<file path="src/rtl/pdm_density_counter.sv">
// Sliding-window ones counter for one PDM channel: publishes the number of ones
// among the last WIN accepted samples as a 10-bit level with a one-cycle strobe.
module pdm_density_counter #(
  parameter int unsigned WIN = 1000,
  parameter int unsigned DEC = 1
) (
  input  logic       clk,
  input  logic       rst,
  input  logic       pdm_bit,
  input  logic       pdm_valid,
  output logic [9:0] cntr,
  output logic       cntr_valid,
  output logic       filled
);

  localparam int unsigned CW = 10;
  localparam int unsigned AW = (WIN > 1) ? $clog2(WIN) : 1;
  localparam int unsigned DW = (DEC > 1) ? $clog2(DEC) : 1;

  logic          win_buf [WIN];
  logic [AW-1:0] wptr;
  logic [CW-1:0] sum;
  logic [CW-1:0] fcnt;
  logic [DW-1:0] dcnt;

  logic          old_c;
  logic [AW-1:0] wptr_nxt_c;
  logic [CW-1:0] sum_nxt_c;
  logic [CW-1:0] fcnt_nxt_c;
  logic [DW-1:0] dcnt_nxt_c;
  logic          full_c;

  // Next-state arithmetic for one accepted sample; stale entries only count once filled.
  always_comb begin
    old_c      = win_buf[wptr];
    wptr_nxt_c = (wptr == AW'(WIN - 1)) ? '0 : wptr + AW'(1);
    sum_nxt_c  = sum + CW'(pdm_bit) - CW'(filled & old_c);
    fcnt_nxt_c = (fcnt < CW'(WIN)) ? fcnt + CW'(1) : fcnt;
    dcnt_nxt_c = (dcnt == DW'(DEC - 1)) ? '0 : dcnt + DW'(1);
    full_c     = (fcnt_nxt_c == CW'(WIN));
  end

  // Sample history is never cleared; the fill counter masks stale contents.
  always_ff @(posedge clk) begin
    if (pdm_valid && !rst) begin
      win_buf[wptr] <= pdm_bit;
    end
  end

  always_ff @(posedge clk) begin
    if (rst) begin
      wptr       <= '0;
      sum        <= '0;
      fcnt       <= '0;
      dcnt       <= '0;
      cntr       <= '0;
      cntr_valid <= 1'b0;
      filled     <= 1'b0;
    end else begin
      cntr_valid <= 1'b0;
      if (pdm_valid) begin
        wptr   <= wptr_nxt_c;
        sum    <= sum_nxt_c;
        fcnt   <= fcnt_nxt_c;
        filled <= full_c;
        if (full_c) begin
          dcnt <= dcnt_nxt_c;
          if (dcnt == '0) begin
            cntr       <= sum_nxt_c;
            cntr_valid <= 1'b1;
          end
        end
      end
    end
  end

endmodule

</file>
<file path="config.mk">
export PLATFORM = sky130hd
export DESIGN_NAME = pdm_density_counter
export DESIGN_NICKNAME = d
export VERILOG_FILES = /design/src/rtl/pdm_density_counter.sv
export SDC_FILE = /design/constraint.sdc
export NUM_CORES = 2
export LEC_CHECK = 0
export ABC_AREA = 1
export BUFFER_PORTS_ARGS = -buffer_cell sky130_fd_sc_hd__buf_4
export CAP_MARGIN = 10
export CORE_ASPECT_RATIO = 1.4
export CORE_MARGIN = 4
export CORE_UTILIZATION = 45
export CTS_CLUSTER_SIZE = 24
export DETAILED_ROUTE_END_ITERATION = 16
export PLACE_DENSITY_LB_ADDON = 0.1
export SYNTH_ARGS = -nofsm -noshare
export SYNTH_HDL_FRONTEND = slang
export SYNTH_SLANG_ARGS = --single-unit
export TNS_END_PERCENT = 100
</file>
<file path="constraint.sdc">
create_clock -name clk -period 5.1 [get_ports clk]
set_input_delay 0.51 -clock clk [delete_from_list [all_inputs] [get_ports clk]]
set_output_delay 0.51 -clock clk [all_outputs]
set_load 0.05 [all_outputs]
</file>
==> PnR_summary.wiki <==
{| class="wikitable"
! Metric !! Value
|-
| EDFF count, synth || 1000
|-
| Final-report max-slew violation count || 0
|-
| Run status || completed
|-
| CTS tree || built
|-
| Placeable core region || around 100000 um2
|-
| Number of detailed-route iterations in the first pass || 6
|-
| Required time at the worst-slack endpoint || 5.66 ns
|-
| Count of different cell masters after synthesis || 42
|-
| Number of standard cells after synthesis || 4889
|-
| Num CTS Buffers || ~110
|-
| Critical path destination || sum[8]$_SDFFE_PP0P_
|-
| Compound-Gate Fraction of Synth Area || 0.00835
|-
| Total GRT Usage || 0.255
|-
| Synth Area in XOR/XNOR || 0.00257
|-
| Hold violation total from the final report || 0
|-
| Fraction of synthesized area in multiplexers || 0
|-
| Placed wire-length estimate || about 78000 um
|-
| Die area || 111000 um2
|-
| Area of the mapped netlist || about 48000 um2
|-
| Number of ports placed on the die boundary || 16
|-
| Minimum clock period || about 4.8 ns
|-
| Maximum net fanout on the critical path || slightly below 70
|-
| Number of nets with antenna violations after routing || 0
|-
| Final Net Count || between 4000 and 5000
|-
| Die Width || ~280 um
|-
| Sequential fraction of the synthesis area || 0.652
|-
| Vias in the first global route || 34100
|-
| Insertion delay to the later sink of the worst-skew pair || 0.71 ns
|-
| Mean area per synthesized cell || about 10 um2
|-
| Startpoint type of the worst setup path || register
|-
| Unrepaired setup endpoints after global routing || false
|-
| Max Buffers Root-to-Sink || 3
|-
| GR Layer Usage met1 || 0.326
|-
| Fin worst setup slack || 0.340 ns
|-
| Worst Reg2Reg Path Length in Cells || 27
|-
| Largest net degree at the start of global routing || 243
|-
| Highest achievable clock rate || between 200 and 250 MHz
|-
| Most common library cell in the layout ignoring fill and taps || nand2_1
|-
| Most frequent cells in the layout || 1114 x nand2_1, 1075 x nor2_1, 1000 x edfxtp_1
|-
| Hold-fix buffers, CTS || 0
|-
| Clock slew seen by the registers of the worst setup and hold paths || approximately 0.060 ns
|-
| Setup Skew || ~0.027 ns
|-
| GRT Residual Overflow || 0
|-
| Setup CP Type || reg -> reg
|-
| Power density of the placed cells || 349 nW/um2
|-
| Fraction of the mapped netlist area in adder cells || 0.00436
|-
| Vias || about 35000
|-
| Simple-gate portion of the synthesized area || 0.282
|-
| Grt peak-use layer || met2
|-
| Chip height || 393 um
|-
| Number of sinks on the clock net || ~1100
|-
| Worst max-slew margin expressed relative to the limit || 0.181
|-
| Fraction of the cycle the final worst path needs || 0.933
|-
| Fill cell total of the finished layout || 9649
|-
| Total power || about 18 mW
|-
| P&R area growth vs syn || 10.3%
|-
| Top flip-flop cell by instance count after synthesis || edfxtp_1
|-
| Inst Count DP || 6010
|-
| H-tree levels || 3
|-
| Std-Cell Rows || 140
|-
| Reported leakage power || about 17 nW
|-
| Global-route wire length before repair || between 200000 and 250000 um
|-
| Syn Nets || 4909
|-
| Number of synthesis warnings || 0
|-
| Proportion of synthesized flip-flops having asynchronous set or reset || 0
|-
| Remaining routing DRC violations || 0
|-
| Worst slack at placement || roughly 0.28 ns
|-
| Critical path data arrival time || between 5 and 6 ns
|-
| Met2 global-route usage || 0.449
|-
| Post-DR wirelength/cell || roughly 23 um
|-
| Internal reg-to-reg setup slack || 0.34 ns
|-
| #FFs+latches synth || around 1100
|-
| Library cell used as clock root buffer || clkbuf_16
|-
| TNS Setup || 0 ns
|-
| Worst min-delay path category || in -> reg
|-
| Filler-free cell count of the finished design || 6205
|-
| Per-cell via count in the routed design || about 5.7
|-
| Reg-to-Reg End || sum[8]$_SDFFE_PP0P_
|-
| PortBufs || 15
|-
| Share of cells above drive strength 1 || 0.0793
|-
| Minimum hold slack || ~0.047 ns
|-
| Largest family of logic cells by synthesized area || simple AND/OR/NAND/NOR gates
|-
| Setup-failing EPs final || 0
|-
| Actual slew at the worst max-slew pin || approximately 1.2 ns
|-
| Detailed Route Iter0 Violations || 3692
|-
| Worst VDD drop || between 0.2 and 0.3 mV
|-
| Effective utilization at floorplan || 0.455
|-
| Routability congestion estimate || between 0.8 and 0.9
|-
| Number of antenna violations at the first check in global routing || 1
|-
| Final wirelength || 144000 um
|-
| Antenna Cells || 0
|-
| Grt met3 use || 0.0275
|-
| Number of max-capacitance violations reported || 0
|-
| Type of element capturing the critical path || register
|}
## per-layer routing
metal,vias up,wire (um)
met5,-,0
met4,0,5780
met3,259,8390
met2,1146,71600
met1,17500,58200
li1,16200,-
## cells by family (layout without fill, tap and decap cells)
kind of cell               Yosys count  count (layout)
xor gates and xnor gates            14              14
adders and majority gates           16              16
buffers and inverters              512             479
DFF                               1052            1052
and+or+nand+nor                   3226            3226
AOI/OAI and AO/OA                   69              69
## Yosys cell counts (21+ instances only)
library cell / number / area (um2)
buf_1: 41 / 154
buf_2: 114 / 571
buf_4: 39 / 293
buf_6: 26 / 293
clkbuf_1: 188 / 706
dfxtp_1: 52 / 1040
edfxtp_1: 1000 / 30000
inv_1: 96 / 360
nand2_1: 1146 / 4300
nand3_1: 978 / 4890
nor2_1: 1075 / 4040
o21ai_0: 21 / 105
## registers in the layout, indices dropped and copies added, names as in the netlist, named ones only
name	flops
win_buf	1000
cntr	10
fcnt	10
cntr_valid	1
filled	1
sum	10
wptr	10
## power breakdown
group,switching (mW),internal [mW]
Combinational,0.957,0.425
Clock,3.34,4.13
Sequential,0.0183,9.47
Total,4.32,14.0
## stage by stage
step | area [um2] | util
after floorplan | 47600 | -
after global placement | 49200 | 0.471
after detailed placement | 49200 | 0.471
after CTS | 52500 | 0.502
after global routing | 52600 | 0.503
final | 52600 | 0.503
## final cells by class
class,count,area [um2],share of cell area
Clock buffer,141,2940,0.0559
Clock inverter,53,332,0.00631
Inverter,103,427,0.00812
Multi-Input combinational cell,3325,14200,0.271
Sequential cell,1052,31100,0.592
Tap cell,1349,1690,0.0321
Timing Repair Buffer,182,1840,0.0351
## worst max-delay path, cell delays in order, from the launching register on
cell and delay [ns]:
dfxtp_4 0.44, buf_12 0.16, buf_12 0.27, nand2_1 0.10, nand3_1 0.13, nand3_1 0.13
nand3_1 0.11, nand3_1 0.25, nand3_1 0.17, nand2_1 0.08, nand2_1 0.06, nand3_1 0.07
nand3_1 0.10, nand3_1 0.21, a21oi_2 0.28, buf_4 0.15, ha_1 0.11, inv_1 0.04
ha_1 0.19, fa_1 0.40, nand3_1 0.10, nand2_1 0.10, a21o_1 0.17, a21oi_1 0.18
o21ai_0 0.10, a21oi_1 0.16, xor2_1 0.20, o22ai_1 0.09
## worst min-delay path by stage
stage	from	to	cells past startpoint	slack, ns
global route	rst	cntr_valid$_SDFF_PP0_	2	0.03
global placement	cntr[4]$_SDFFE_PP0P_	cntr[4]$_SDFFE_PP0P_	2	0.47
finish	rst	cntr_valid$_SDFF_PP0_	2	0.05
detailed placement	cntr[3]$_SDFFE_PP0P_	cntr[3]$_SDFFE_PP0P_	2	0.48
CTS	rst	cntr_valid$_SDFF_PP0_	2	0.003
floorplan	sum[9]$_SDFFE_PP0P_	sum[9]$_SDFFE_PP0P_	2	0.46
## timing repair
action | 4_1_cts | 5_1_grt
gates resized for setup | 0 | 2
endpoints found under the setup margin | 0 | 2
buffers inserted | 0 | 0
Note: power is estimated with default switching activity, not from simulation.
